## src/rtl/carpark_bay_ctrl.sv

```systemverilog
// -----------------------------------------------------------------------------
// carpark_bay_ctrl
//
// Car-park controller. It registers the per-bay occupancy sensors and derives
// the free-bay count from them. It also tracks cars that have been let in
// but have not yet appeared in a bay ("in flight"). Two independent barrier
// state machines drive the entry and exit gates.
//
// The entry barrier refuses a car while no bay is available, meaning every
// free bay is already claimed by an in-flight car. A gate stays open while
// its loop sensor is active. Once the loop clears, the gate stays open for
// exactly GATE_HOLD more cycles.
//
// Parameters
//   SLOTS      number of parking bays (1..64)
//   GATE_HOLD  cycles a barrier stays open after its loop clears (>=1)
//   CW         counter width, clog2(SLOTS+1) (derived, not overridable)
//
// Ports
//   clk           system clock, rising edge
//   rst           synchronous reset, active-high
//   bay_occ       bit i = 1: bay i occupied
//   entry_car     car present on entry loop (level)
//   exit_car      car present on exit loop (level)
//   entry_gate    1 = entry barrier open
//   exit_gate     1 = exit barrier open
//   free_cnt      unoccupied bays (1-cycle latency from bay_occ)
//   avail_cnt     free bays not claimed by in-flight cars
//   full          avail_cnt == 0
//   entry_denied  car waiting at entry while full (combinational)
// -----------------------------------------------------------------------------
module carpark_bay_ctrl #(
  parameter int SLOTS     = 4,
  parameter int GATE_HOLD = 4,
  localparam int CW       = $clog2(SLOTS + 1)
) (
  input  logic             clk,
  input  logic             rst,
  input  logic [SLOTS-1:0] bay_occ,
  input  logic             entry_car,
  input  logic             exit_car,
  output logic             entry_gate,
  output logic             exit_gate,
  output logic [CW-1:0]    free_cnt,
  output logic [CW-1:0]    avail_cnt,
  output logic             full,
  output logic             entry_denied
);

  // Hold counter only needs to hold GATE_HOLD-1.
  localparam int HW = (GATE_HOLD > 1) ? $clog2(GATE_HOLD) : 1;
  localparam logic [HW-1:0] HOLD_LOAD = HW'(GATE_HOLD - 1);

  localparam logic [1:0] E_IDLE = 2'd0;
  localparam logic [1:0] E_OPEN = 2'd1;
  localparam logic [1:0] E_HOLD = 2'd2;

  localparam logic [1:0] X_IDLE = 2'd0;
  localparam logic [1:0] X_OPEN = 2'd1;
  localparam logic [1:0] X_HOLD = 2'd2;

  logic [SLOTS-1:0] bay_occ_reg;
  logic [CW-1:0]    inflight_reg;
  logic [CW-1:0]    inflight_next;

  logic [1:0]       entry_state_reg, entry_state_next;
  logic [HW-1:0]    entry_hold_reg, entry_hold_next;
  logic             entry_adm;

  logic [1:0]       exit_state_reg, exit_state_next;
  logic [HW-1:0]    exit_hold_reg, exit_hold_next;

  // ---------------------------------------------------------------------------
  // Popcounts as ripple prefix sums. The first term is the occupied count
  // from the registered sensors. The second term counts bays that became
  // occupied since the last sample. Because bay_occ_reg is cleared by reset,
  // every bay that is occupied on the first cycle after reset counts as
  // newly parked.
  // ---------------------------------------------------------------------------
  logic [SLOTS-1:0] bay_new;
  logic [CW-1:0]    occ_sum [SLOTS+1];
  logic [CW-1:0]    new_sum [SLOTS+1];

  assign bay_new    = bay_occ & ~bay_occ_reg;
  assign occ_sum[0] = '0;
  assign new_sum[0] = '0;

  generate
    for (genvar gi = 0; gi < SLOTS; gi++) begin : g_pop
      assign occ_sum[gi+1] = occ_sum[gi] + CW'(bay_occ_reg[gi]);
      assign new_sum[gi+1] = new_sum[gi] + CW'(bay_new[gi]);
    end
  endgenerate

  assign free_cnt  = CW'(SLOTS) - occ_sum[SLOTS];
  assign avail_cnt = (free_cnt > inflight_reg) ? (free_cnt - inflight_reg) : '0;
  assign full      = (avail_cnt == '0);

  // ---------------------------------------------------------------------------
  // In-flight tracking. An admission and a newly parked bay in the same
  // cycle are netted against each other. The sum is computed two bits wider
  // and signed, so that both underflow and overflow can be clamped.
  // ---------------------------------------------------------------------------
  logic signed [CW+1:0] infl_sum;

  always_comb begin
    infl_sum = $signed({2'b00, inflight_reg})
             + $signed({{(CW+1){1'b0}}, entry_adm})
             - $signed({2'b00, new_sum[SLOTS]});
    if (infl_sum < 0)
      inflight_next = '0;
    else if (infl_sum > $signed((CW+2)'(SLOTS)))
      inflight_next = CW'(SLOTS);
    else
      inflight_next = infl_sum[CW-1:0];
  end

  // ---------------------------------------------------------------------------
  // Entry barrier. The gate is open for the OPEN cycle in which the loop
  // clears, plus GATE_HOLD-1 cycles in HOLD. That makes GATE_HOLD cycles in
  // total after the loop clears. If the loop reasserts during HOLD, it is
  // the same car, so no new admission is counted.
  // ---------------------------------------------------------------------------
  always_comb begin
    entry_state_next = entry_state_reg;
    entry_hold_next  = entry_hold_reg;
    entry_adm        = 1'b0;
    case (entry_state_reg)
      E_IDLE: begin
        if (entry_car && !full) begin
          entry_state_next = E_OPEN;
          entry_adm        = 1'b1;
        end
      end
      E_OPEN: begin
        if (!entry_car) begin
          if (GATE_HOLD == 1) begin
            entry_state_next = E_IDLE;
          end else begin
            entry_state_next = E_HOLD;
            entry_hold_next  = HOLD_LOAD;
          end
        end
      end
      E_HOLD: begin
        if (entry_car)
          entry_state_next = E_OPEN;
        else if (entry_hold_reg <= HW'(1))
          entry_state_next = E_IDLE;
        else
          entry_hold_next = entry_hold_reg - HW'(1);
      end
      default: entry_state_next = E_IDLE;
    endcase
  end

  // Exit barrier: same timing as entry, but never refused and no admission.
  always_comb begin
    exit_state_next = exit_state_reg;
    exit_hold_next  = exit_hold_reg;
    case (exit_state_reg)
      X_IDLE: begin
        if (exit_car)
          exit_state_next = X_OPEN;
      end
      X_OPEN: begin
        if (!exit_car) begin
          if (GATE_HOLD == 1) begin
            exit_state_next = X_IDLE;
          end else begin
            exit_state_next = X_HOLD;
            exit_hold_next  = HOLD_LOAD;
          end
        end
      end
      X_HOLD: begin
        if (exit_car)
          exit_state_next = X_OPEN;
        else if (exit_hold_reg <= HW'(1))
          exit_state_next = X_IDLE;
        else
          exit_hold_next = exit_hold_reg - HW'(1);
      end
      default: exit_state_next = X_IDLE;
    endcase
  end

  assign entry_gate   = (entry_state_reg == E_OPEN) || (entry_state_reg == E_HOLD);
  assign exit_gate    = (exit_state_reg  == X_OPEN) || (exit_state_reg  == X_HOLD);
  assign entry_denied = (entry_state_reg == E_IDLE) && entry_car && full;

  always_ff @(posedge clk) begin
    if (rst) begin
      bay_occ_reg     <= '0;
      inflight_reg    <= '0;
      entry_state_reg <= E_IDLE;
      entry_hold_reg  <= '0;
      exit_state_reg  <= X_IDLE;
      exit_hold_reg   <= '0;
    end else begin
      bay_occ_reg     <= bay_occ;
      inflight_reg    <= inflight_next;
      entry_state_reg <= entry_state_next;
      entry_hold_reg  <= entry_hold_next;
      exit_state_reg  <= exit_state_next;
      exit_hold_reg   <= exit_hold_next;
    end
  end

endmodule

```

## config.mk

```make
export PLATFORM = sky130hd
export DESIGN_NAME = carpark_bay_ctrl
export DESIGN_NICKNAME = d
export VERILOG_FILES = /design/src/rtl/carpark_bay_ctrl.sv
export SDC_FILE = /design/constraint.sdc
export NUM_CORES = 1
export LEC_CHECK = 0
export ABC_AREA = 1
export CORE_UTILIZATION = 50
export CTS_BUF_LIST = sky130_fd_sc_hd__clkbuf_8
export CTS_CLUSTER_DIAMETER = 200
export CTS_CLUSTER_SIZE = 8
export DETAILED_ROUTE_END_ITERATION = 6
export PLACE_DENSITY = 0.78
export RECOVER_POWER = 100
export REMOVE_ABC_BUFFERS = 1
export SLEW_MARGIN = 20
export SYNTH_ARGS = -nofsm -noshare
export SYNTH_HDL_FRONTEND = slang
export SYNTH_SLANG_ARGS = --single-unit
```

## constraint.sdc

```tcl
create_clock -name clk -period 4.37 [get_ports clk]
set_input_delay 1.0925 -clock clk [delete_from_list [all_inputs] [get_ports clk]]
set_output_delay 1.0925 -clock clk [all_outputs]
set_load 0.02 [all_outputs]
```

==> impl_metrics.json <==
{
  "grt-ovfl-total": 0,
  "antenna_left": 0,
  "total_power_uw": 893,
  "grt_pass1_vias": 1036,
  "drive_gt1_share_pct": 17.3,
  "num_rows": 17,
  "hold_path_class": "register to register",
  "multi_input_area_um2": 764,
  "ys_ff_latch": 15,
  "syn-cell-area_um2": 1160,
  "largest_register_ffs": 4,
  "tightest_slew_ns": 0.465,
  "start_util_pct": 52.8,
  "dr.pass1.iters": 4,
  "grt_first_pass_wirelength_mm": 3.91,
  "die_h_um": 50.1,
  "endpoint_kind": "register",
  "regArea_um2": 302,
  "cts_inserted_buffers": 3,
  "cts_hold_buffers": 0,
  "wire_per_inst_um": 11.4,
  "drc_errors": 0,
  "ys_seq_area_share_pct": 26.0,
  "peakVddDrop_v": 0.000295,
  "n_antenna_cell": 0,
  "synthesis.instances": 149,
  "utilization_pct": 68.2,
  "crit_top_cell": "inv_2",
  "cts_root_buf": "clkbuf_8",
  "gp_congestion": 0.779,
  "crit_slowest_cell": "fa_1",
  "grtUsageTotal_pct": 21.0,
  "slowest_delay_ns": 0.55,
  "min_period_ns": 4.18,
  "yosys_warnings": 0,
  "antenna_found_initial": 0,
  "finalCritPeriodShare_pct": 95.6,
  "fin_ws_ns": 0.194,
  "relSlewSlack_pct": 68.9,
  "startpoint_type": "register",
  "dp_hpwl_mm": 1.80,
  "critical_path.cell_chain": "inv_2 > fa_1 > ha_4 > inv_2 > ha_2 > fa_2 > xnor2_2 > nand3_2 > nand3_2 > nand3_2 > fa_1 > inv_1 > ha_2 > fa_2 > ha_4 > inv_2 > ha_4 > inv_2 > nor2_1 > o211a_1",
  "avgSynthCellArea_um2": 7.76,
  "crit_fanout": 3,
  "io_pins": 18,
  "whs_ns": 0.486,
  "arrival_ns": 4.32,
  "die_w_um": 50.1,
  "path_class": "register to register",
  "cap_violations": 0,
  "cp_data_required_time_ns": 4.51,
  "portBuffers": 17,
  "status": "finished clean",
  "most-common-layout-cells": "inv_1 (37), nand2_1 (15), dfxtp_1 (14)",
  "cts_max_path_buffers": 2,
  "setup_violations": 0,
  "clk_pin_slew_ns": 0.06,
  "hold_viol_final": 0,
  "insertion_delay_ns": 0.25,
  "wl_mm": 2.30,
  "nFillCells": 187,
  "p_leak_nw": 0.748,
  "pre_cts_ws_ns": -0.0444,
  "post_dp_cell_area_um2": 1370,
  "p_per_area_nw_per_um2": 597,
  "viasPerCell": 4.96,
  "final_common_cell": "inv_1",
  "h-tree-depth": 1,
  "drt-initial-drc-count": 6,
  "stdcell_area_um2": 1500,
  "cts_tree": "yes",
  "cts.sinks": 15,
  "die_area_um2": 2510,
  "core_um2": 2190,
  "clock.fmax_mhz": 239,
  "fin_skew_ns": 0.000868,
  "yosysUniqueCellTypes": 24,
  "area_growth_pct": 29.3,
  "nets": 207,
  "grt_max_degree": 13,
  "num_vias": 997,
  "drv_slew": 0
}
## final cells by class
type | instances | share of cell area [%]
multi-input combinational | 90 | 51.1
tap | 28 | 2.34
clock buffer | 3 | 2.76
timing repair buffer | 22 | 12.7
inverter | 42 | 10.5
clock inverter | 1 | 0.335
sequential | 15 | 20.2
## critical path, delay by kind of cell (launching register included)
kind / cells / cell delay, ns
flip-flops: 1 / 0.32
AO/OA/AOI/OAI: 1 / 0.22
AND/OR/NAND/NOR: 4 / 0.34
adder cells (fa/ha/maj): 9 / 2.79
buffers and inverters: 5 / 0.22
XOR/XNOR: 1 / 0.17
## final timing paths
kind | slack [ns] | start | cells past startpoint | to
hold / removal | 0.49 | exit_hold_reg[0] | 1 | exit_hold_reg[0]
setup / recovery | 0.19 | bay_occ_reg[1] | 20 | inflight_reg[0]
hold reg to reg | 0.49 | exit_hold_reg[0] | 1 | exit_hold_reg[0]
setup reg to reg | 0.19 | bay_occ_reg[1] | 20 | inflight_reg[0]
## cell usage after synthesis (all sizes together)
cell type / count / area [um2]
a211oi: 3 / 22.5
a21oi: 6 / 30.0
a31oi: 1 / 6.26
buf: 1 / 7.51
clkbuf: 1 / 3.75
dfxtp: 15 / 300
fa: 6 / 120
ha: 19 / 238
inv: 42 / 158
nand2: 17 / 68.8
nand3: 9 / 50.1
nor2: 12 / 45.0
nor3: 8 / 45.0
nor4: 1 / 6.26
o211a: 1 / 10.0
o211ai: 1 / 7.51
o21ai: 3 / 15.0
o21bai: 1 / 7.51
or2: 1 / 6.26
xnor2: 1 / 8.76
## through the flow
stage / TNS (ns) / std cells
finish: 0 / 201
global route: -0.0300 / 201
CTS: 0 / 200
detailed placement: -0.0885 / 194
global placement: 0 / 194
floorplan: 0 / 147
## kinds of logic after synthesis
| kind of cell | after synthesis | synth area share (%) |
|---|---|---|
| simple gates | 48 | 19.2 |
| fa+ha+maj | 25 | 31.0 |
| buf+inv | 44 | 14.6 |
| compound gates | 16 | 8.55 |
| xor+xnor | 1 | 0.758 |
| flops | 15 | 26.0 |
## where the power goes
part,internal (mW),switching [mW]
combinational,0.260,0.328
sequential,0.166,0.0256
clock,0.0632,0.0493
## repair_timing
action	in CTS	in global routing
buffers inserted	2	1
pin swaps	3	11
setup endpoints to repair	3	5
gates resized for setup	6	16
## per-layer routing
| metal | wire [um] | track usage (%) |
|---|---|---|
| met3 | 81 | 3.40 |
| met2 | 1220 | 40.0 |
| met4 | 76 | 15.7 |
| met1 | 916 | 19.5 |
| met5 | 0 | 0 |
Note: power is estimated with default switching activity, not from simulation.
